===== src/rtl/cpu_types_pkg.sv =====
// Shared types for the multicore MIPS memory side: data word, RAM handshake
// state, and the dual-core arbiter's FSM state and LL/SC link record.
package cpu_types_pkg;

    localparam int WORD_W = 32;

    typedef logic [WORD_W-1:0] word_t;

    typedef enum logic [1:0] {
        FREE,
        BUSY,
        ACCESS,
        ERROR
    } ramstate_t;

    typedef enum logic [2:0] {
        IDLE,
        SERVE0,
        SERVE1,
        SCFAIL0,
        SCFAIL1
    } arb_state_t;

    typedef struct packed {
        logic  valid;
        word_t addr;
    } link_t;

    // Address equality ignoring the bits below lsb (word-granular link match).
    function automatic logic addr_match(input word_t a, input word_t b, input int lsb);
        return (a >> lsb) == (b >> lsb);
    endfunction

endpackage


===== src/rtl/dual_core_mem_arb_link_reg.sv =====
// One core's LL/SC link register: set by a completed LL, cleared by a failed
// SC or by any completed write that hits the linked word.
module link_reg
    import cpu_types_pkg::*;
#(
    parameter int ADDR_CMP_LSB = 2
) (
    input  logic  clk,
    input  logic  rst_n,
    input  logic  set,
    input  word_t set_addr,
    input  logic  snoop_wen,
    input  word_t snoop_addr,
    input  logic  clr,
    input  word_t probe_addr,
    output logic  match
);

    link_t link;
    logic  snoop_hit;

    assign snoop_hit = snoop_wen && link.valid && addr_match(link.addr, snoop_addr, ADDR_CMP_LSB);

    // NOTE: state registers use non-blocking assignments so every flop samples
    // pre-edge values regardless of process evaluation order.
    always_ff @(posedge clk or negedge rst_n) begin
        if (!rst_n) begin
            link <= '0;
        end else if (clr || snoop_hit) begin
            link.valid <= 1'b0;
        end else if (set) begin
            link <= '{valid: 1'b1, addr: set_addr};
        end
    end

    assign match = link.valid && addr_match(link.addr, probe_addr, ADDR_CMP_LSB);

endmodule


===== src/rtl/dual_core_mem_arb.sv =====
// Round-robin arbiter sharing one RAM data port between two dcaches, with
// per-core LL/SC link tracking so SC returns success (1) or failure (0).
module dual_core_mem_arb
    import cpu_types_pkg::*;
#(
    parameter int NCORES       = 2,
    parameter int ADDR_CMP_LSB = 2
) (
    input  logic            CLK,
    input  logic            nRST,
    input  logic      [1:0] dREN,
    input  logic      [1:0] dWEN,
    input  logic      [1:0] datomic,
    input  word_t     [1:0] daddr,
    input  word_t     [1:0] dstore,
    output logic      [1:0] dwait,
    output word_t     [1:0] dload,
    output logic            ramREN,
    output logic            ramWEN,
    output word_t           ramaddr,
    output word_t           ramstore,
    input  word_t           ramload,
    input  ramstate_t       ramstate
);

    arb_state_t state, next_state;
    logic       prio, flip_prio;
    logic       grant, cur;
    logic [1:0] req, is_sc, is_ll;
    logic [1:0] link_match, link_set, link_clr;
    logic       snoop_wen;
    word_t      snoop_addr;

    // dREN together with dWEN is illegal; the write wins.
    assign req   = dREN | dWEN;
    assign is_sc = datomic & dWEN;
    assign is_ll = datomic & dREN & ~dWEN;

    assign grant = (req == 2'b11) ? prio : req[1];
    assign cur   = (state == SERVE1) || (state == SCFAIL1);

    for (genvar n = 0; n < 2; n++) begin : g_link
        link_reg #(
            .ADDR_CMP_LSB(ADDR_CMP_LSB)
        ) u_link (
            .clk       (CLK),
            .rst_n     (nRST),
            .set       (link_set[n]),
            .set_addr  (daddr[n]),
            .snoop_wen (snoop_wen),
            .snoop_addr(snoop_addr),
            .clr       (link_clr[n]),
            .probe_addr(daddr[n]),
            .match     (link_match[n])
        );
    end

    always_ff @(posedge CLK or negedge nRST) begin
        if (!nRST) begin
            state <= IDLE;
        end else begin
            state <= next_state;
        end
    end

    always_ff @(posedge CLK or negedge nRST) begin
        if (!nRST) begin
            prio <= 1'b0;
        end else if (flip_prio) begin
            prio <= ~prio;
        end
    end

    // NOTE: every combinational output gets a default before the case so no
    // path through the block leaves it unassigned (which would infer a latch).
    always_comb begin
        next_state = state;
        case (state)
            IDLE: begin
                if (|req) begin
                    if (is_sc[grant] && !link_match[grant]) begin
                        next_state = grant ? SCFAIL1 : SCFAIL0;
                    end else begin
                        next_state = grant ? SERVE1 : SERVE0;
                    end
                end
            end
            SERVE0, SERVE1: begin
                if (!req[cur] || ramstate == ACCESS) begin
                    next_state = IDLE;
                end
            end
            SCFAIL0, SCFAIL1: next_state = IDLE;
            default:          next_state = IDLE;
        endcase
    end

    always_comb begin
        dwait      = 2'b11;
        dload      = '0;
        ramREN     = 1'b0;
        ramWEN     = 1'b0;
        ramaddr    = '0;
        ramstore   = '0;
        link_set   = '0;
        link_clr   = '0;
        snoop_wen  = 1'b0;
        snoop_addr = daddr[cur];
        flip_prio  = 1'b0;
        case (state)
            SERVE0, SERVE1: begin
                if (req[cur]) begin
                    ramWEN   = dWEN[cur];
                    ramREN   = dREN[cur] & ~dWEN[cur];
                    ramaddr  = daddr[cur];
                    ramstore = dstore[cur];
                    // ERROR keeps the enables up and simply retries.
                    if (ramstate == ACCESS) begin
                        dwait[cur]     = 1'b0;
                        dload[cur]     = is_sc[cur] ? word_t'(1) : ramload;
                        flip_prio      = 1'b1;
                        link_set[cur]  = is_ll[cur];
                        snoop_wen      = dWEN[cur];
                    end
                end
            end
            SCFAIL0, SCFAIL1: begin
                dwait[cur]    = 1'b0;
                link_clr[cur] = 1'b1;
                flip_prio     = 1'b1;
            end
            default: ;
        endcase
    end

    a_ncores : assert property (@(posedge CLK) NCORES == 2);
    a_no_rw  : assert property (@(posedge CLK) disable iff (!nRST) !(|(dREN & dWEN)));

endmodule


===== config.mk =====
export PLATFORM = sky130hd
export DESIGN_NAME = dual_core_mem_arb
export DESIGN_NICKNAME = d
export VERILOG_FILES = /design/src/rtl/cpu_types_pkg.sv /design/src/rtl/dual_core_mem_arb_link_reg.sv /design/src/rtl/dual_core_mem_arb.sv
export SDC_FILE = /design/constraint.sdc
export NUM_CORES = 1
export LEC_CHECK = 0
export ABC_CLOCK_PERIOD_IN_PS = 3000
export CORE_ASPECT_RATIO = 1.2
export CORE_MARGIN = 3
export CORE_UTILIZATION = 37
export DETAILED_ROUTE_END_ITERATION = 16
export GPL_ROUTABILITY_DRIVEN = 1
export PLACE_DENSITY = 0.89
export RECOVER_POWER = 50
export SLEW_MARGIN = 25
export SYNTH_ARGS = -nofsm -noshare
export SYNTH_HDL_FRONTEND = slang
export SYNTH_HIERARCHICAL = 1
export SYNTH_SLANG_ARGS = --single-unit

===== constraint.sdc =====
create_clock -name CLK -period 3 [get_ports CLK]
set_input_delay 0.6 -clock CLK [delete_from_list [all_inputs] [get_ports CLK]]
set_output_delay 0.6 -clock CLK [all_outputs]
set_load 0.05 [all_outputs]

==> metrics.txt <==
# TYPE chip_impl_metric gauge
chip_impl_info{name="status",value="finished with violations"} 1
chip_impl_info{name="violations",value="max-capacitance violations, max-slew violations, negative setup slack"} 1
chip_impl_metric{name="critPathRequiredTime",unit="ns"} 3.23
chip_impl_metric{name="setup.reg_to_reg.worst_slack",unit="ns"} -0.43
chip_impl_metric{name="nFillCells",unit=""} 761
chip_impl_metric{name="synth_cell_types",unit=""} 39
chip_impl_metric{name="groute.usage.overall",unit=""} 0.330
chip_impl_metric{name="flow.area_growth_from_synthesis",unit="%"} 111
chip_impl_metric{name="weighted_congestion_reported_at_the_end_of_routability_driven_placement",unit=""} 0.952
chip_impl_info{name="postSynth.topFlopCell",value="sky130_fd_sc_hd__dfrtp_1"} 1
chip_impl_metric{name="min_period",unit="ns"} 3.43
chip_impl_metric{name="placed_area",unit="µm²"} 10700
chip_impl_metric{name="nets",unit=""} 1172
chip_impl_metric{name="cts_hold_repair.buffers",unit=""} 0
chip_impl_metric{name="post_synth_instance_area",unit="µm²"} 5660
chip_impl_info{name="synth_area_leader_cell",value="sky130_fd_sc_hd__dfrtp_1"} 1
chip_impl_metric{name="timing.fmax",unit="MHz"} 292
chip_impl_metric{name="seq_area_frac_synth",unit=""} 0.292
chip_impl_metric{name="timing.final.hold_violations",unit=""} 0
chip_impl_metric{name="num_rows",unit=""} 48
chip_impl_metric{name="synth.avg_cell_area",unit="µm²"} 9.17
chip_impl_metric{name="count_of_maximum_capacitance_violations",unit=""} 1
chip_impl_metric{name="proportion_of_synthesized_flip_flops_having_asynchronous_set_or_reset",unit=""} 1.00
chip_impl_metric{name="firstDrtPassIters",unit=""} 6
chip_impl_info{name="cp-start-kind",value="flop"} 1
chip_impl_metric{name="setup_viol",unit=""} 123
chip_impl_metric{name="syn-num-nets",unit=""} 788
chip_impl_metric{name="route.detailed.vias_per_inst",unit=""} 5.73
chip_impl_metric{name="cp_max_fo",unit=""} 8
chip_impl_metric{name="route.antenna.remaining_nets",unit=""} 0
chip_impl_metric{name="worst_skew_pair.late_latency",unit="ns"} 0.36
chip_impl_metric{name="synth-edff-count",unit=""} 0
chip_impl_metric{name="ys_ff_latch",unit=""} 66
chip_impl_metric{name="critPathArrivalTime",unit="ns"} 3.65
chip_impl_metric{name="height_of_the_chip",unit="µm"} 141
chip_impl_metric{name="die_w",unit="µm"} 119
chip_impl_metric{name="pd_cells",unit="nW/µm²"} 771
chip_impl_metric{name="drt-total-wl",unit="µm"} 31100
chip_impl_metric{name="maximum_number_of_pins_on_one_net_before_global_route_repair",unit=""} 59
chip_impl_metric{name="final_min_period_over_clock_period",unit=""} 1.14
chip_impl_metric{name="clock_sink_count",unit=""} 66
chip_impl_metric{name="synth-warning-count",unit=""} 6
chip_impl_metric{name="grt_pass1_vias",unit=""} 7073
chip_impl_metric{name="timing.clock.skew",unit="ns"} 0.0205
chip_impl_metric{name="clk_pin_slew_worst_paths",unit="ns"} 0.07
chip_impl_metric{name="drt_first_iter_violations",unit=""} 671
chip_impl_info{name="ys_top_cells_by_count",value="86 x sky130_fd_sc_hd__mux2_2, 78 x sky130_fd_sc_hd__nand2_1, 68 x sky130_fd_sc_hd__xor2_1"} 1
chip_impl_metric{name="drv_slew",unit=""} 59
chip_impl_info{name="master_cell_of_the_clock_root_buffer",value="sky130_fd_sc_hd__clkbuf_16"} 1
chip_impl_metric{name="avgRoutedWirePerCell",unit="µm"} 25.7
chip_impl_metric{name="grt_remaining_overflow",unit=""} 0
chip_impl_metric{name="hpwl",unit="µm"} 20700
chip_impl_metric{name="routed-via-count",unit=""} 6934
chip_impl_metric{name="initial_utilization",unit=""} 0.386
chip_impl_metric{name="largest_register_ff_count",unit=""} 62
chip_impl_metric{name="grt_pass1_wl",unit="µm"} 42400
chip_impl_info{name="hold_path.class",value="in -> async"} 1
chip_impl_metric{name="clockBufferDepth",unit=""} 2
chip_impl_metric{name="htree_num_levels",unit=""} 3
chip_impl_metric{name="drt_drc_violations_left",unit=""} 0
chip_impl_metric{name="numCtsBuffers",unit=""} 9
chip_impl_info{name="clock_tree_from_tritoncts",value="done"} 1
chip_impl_metric{name="antenna_found_initial",unit=""} 11
chip_impl_metric{name="synth_top_cell_area_share",unit=""} 0.292
chip_impl_metric{name="power.ir.vdd_worst",unit="mV"} 0.662
chip_impl_metric{name="die_outline_area",unit="µm²"} 16800
chip_impl_info{name="timing.setup.critical_path_class",value="reg -> reg"} 1
chip_impl_metric{name="final_layout_size_suffix_gt1_frac",unit=""} 0.451
chip_impl_metric{name="timing.setup.tns",unit="ns"} -33.74
chip_impl_info{name="synth.most_common_cell",value="sky130_fd_sc_hd__mux2_2"} 1
chip_impl_metric{name="boundaryPins",unit=""} 302
chip_impl_metric{name="total_power",unit="mW"} 9.20
chip_impl_metric{name="power.static_leakage",unit="nW"} 5.24
chip_impl_metric{name="final_critical_path_setup_slack",unit="ns"} -0.427
chip_impl_metric{name="core_area",unit="µm²"} 14700
chip_impl_metric{name="final_design_area_no_fill",unit="µm²"} 11900
chip_impl_info{name="rsz_0062_raised_after_global_routing",value="true"} 1
chip_impl_metric{name="timing_worst_slew_pin_value",unit="ns"} 1.51
chip_impl_metric{name="worst_slew_margin_rel",unit=""} -0.00861
chip_impl_info{name="critical_path.endpoint_type",value="flop"} 1
chip_impl_info{name="synth_area_leaders",value="sky130_fd_sc_hd__dfrtp_1 29%, sky130_fd_sc_hd__mux2_2 17%, sky130_fd_sc_hd__xor2_1 11%"} 1
chip_impl_metric{name="synth_cells",unit=""} 617
chip_impl_metric{name="number_of_input_and_output_port_buffers_inserted",unit=""} 301
[what timing repair did]
action / 4_1_cts / 5_1_grt
gates resized for setup: 112 / 85
gates cloned: 7 / 3
pin swaps: 42 / 14
setup endpoints to repair: 125 / 151
endpoints found under the hold margin: 0 / 0
buffers inserted: 15 / 6
[layout make-up]
class,count,area [µm²],share of cell area
clock buffer,14,264,0.0221
sequential,66,1650,0.138
antenna,4,10.0,0.000839
clock inverter,2,35.0,0.00294
tap,200,250,0.0210
timing repair buffer,406,5370,0.450
multi-input combinational,517,4350,0.364
inverter,1,3.75,0.000315
[logic make-up after synthesis]
group           count (synthesis)  share of synthesized area
xor+xnor                      121                      0.187
buf+inv                        34                     0.0407
flops                          66                      0.292
simple gates                  252                      0.238
compound gates                 50                     0.0549
fa+ha+maj                       1                    0.00221
mux                            93                      0.185
[stage by stage]
stage,hold WS [ns],instances,worst slack (ns),utilization
2_1_floorplan,0.304,617,0.0558,-
3_3_place_gp,0.458,1165,-0.420,0.728
3_5_place_dp,0.472,1165,-0.476,0.728
4_1_cts,0.0946,1203,-0.226,0.791
5_1_grt,0.221,1208,-0.472,0.814
6_report,0.179,1210,-0.427,0.814
[power breakdown]
group,internal (mW),total (mW),leakage [nW],switching [mW]
registers,1.13,1.46,0.898,0.327
logic,3.07,6.63,4.20,3.56
clock network,0.689,1.11,0.147,0.425
total,4.88,9.20,5.24,4.31
[metal layers]
layer | GRT usage | vias to the layer above | wire length (µm)
met2 | 0.588 | 567 | 15200
met3 | 0.115 | 183 | 3500
met4 | 0.171 | 12 | 2060
met1 | 0.341 | 3298 | 10300
li1 | - | 2874 | -
met5 | 0 | - | 76
[worst paths after layout]
path	startpoint	to	depth (start not counted)
setup reg to reg	state[2]$_DFFE_PN0P_	g_link[0].u_link/link[28]$_DFFE_PN0P_	13
min in group CLK	g_link[0].u_link/link[22]$_DFFE_PN0P_	g_link[0].u_link/link[22]$_DFFE_PN0P_	1
max in group asynchronous	nRST	g_link[1].u_link/link[17]$_DFFE_PN0P_	2
hold reg to reg	g_link[0].u_link/link[22]$_DFFE_PN0P_	g_link[0].u_link/link[22]$_DFFE_PN0P_	1
hold / removal	nRST	g_link[0].u_link/link[21]$_DFFE_PN0P_	1
setup / recovery	state[2]$_DFFE_PN0P_	g_link[0].u_link/link[28]$_DFFE_PN0P_	13
[worst max-delay path, cell delays in order, from the launching register on]
cell and delay (ns):
sky130_fd_sc_hd__dfrtp_1 0.41, sky130_fd_sc_hd__xnor2_1 0.14, sky130_fd_sc_hd__buf_4 0.15, sky130_fd_sc_hd__nor2_4 0.12, sky130_fd_sc_hd__buf_12 0.14, sky130_fd_sc_hd__buf_12 0.15, sky130_fd_sc_hd__buf_4 0.15, sky130_fd_sc_hd__mux2_4 0.34
sky130_fd_sc_hd__xor2_1 0.19, sky130_fd_sc_hd__nor4_1 0.38, sky130_fd_sc_hd__nand4_1 0.25, sky130_fd_sc_hd__o21ai_4 0.32, sky130_fd_sc_hd__buf_6 0.22, sky130_fd_sc_hd__mux2_2 0.36
[cell usage in the layout (no fill, tap or decap), drive strengths merged, types with 4 or more instances in the layout]
cell type      count
buf              231
clkdlybuf4s50    163
mux2              92
nand2             78
xor2              68
dfrtp             66
and2              65
xnor2             53
nor2b             36
a21oi             35
clkbuf            21
nand4             18
nor4              18
nor2              15
nor3               8
o21ai              6
diode              4
dlygate4sd2        4
nand2b             4
Power figures use the tool's default switching activity.
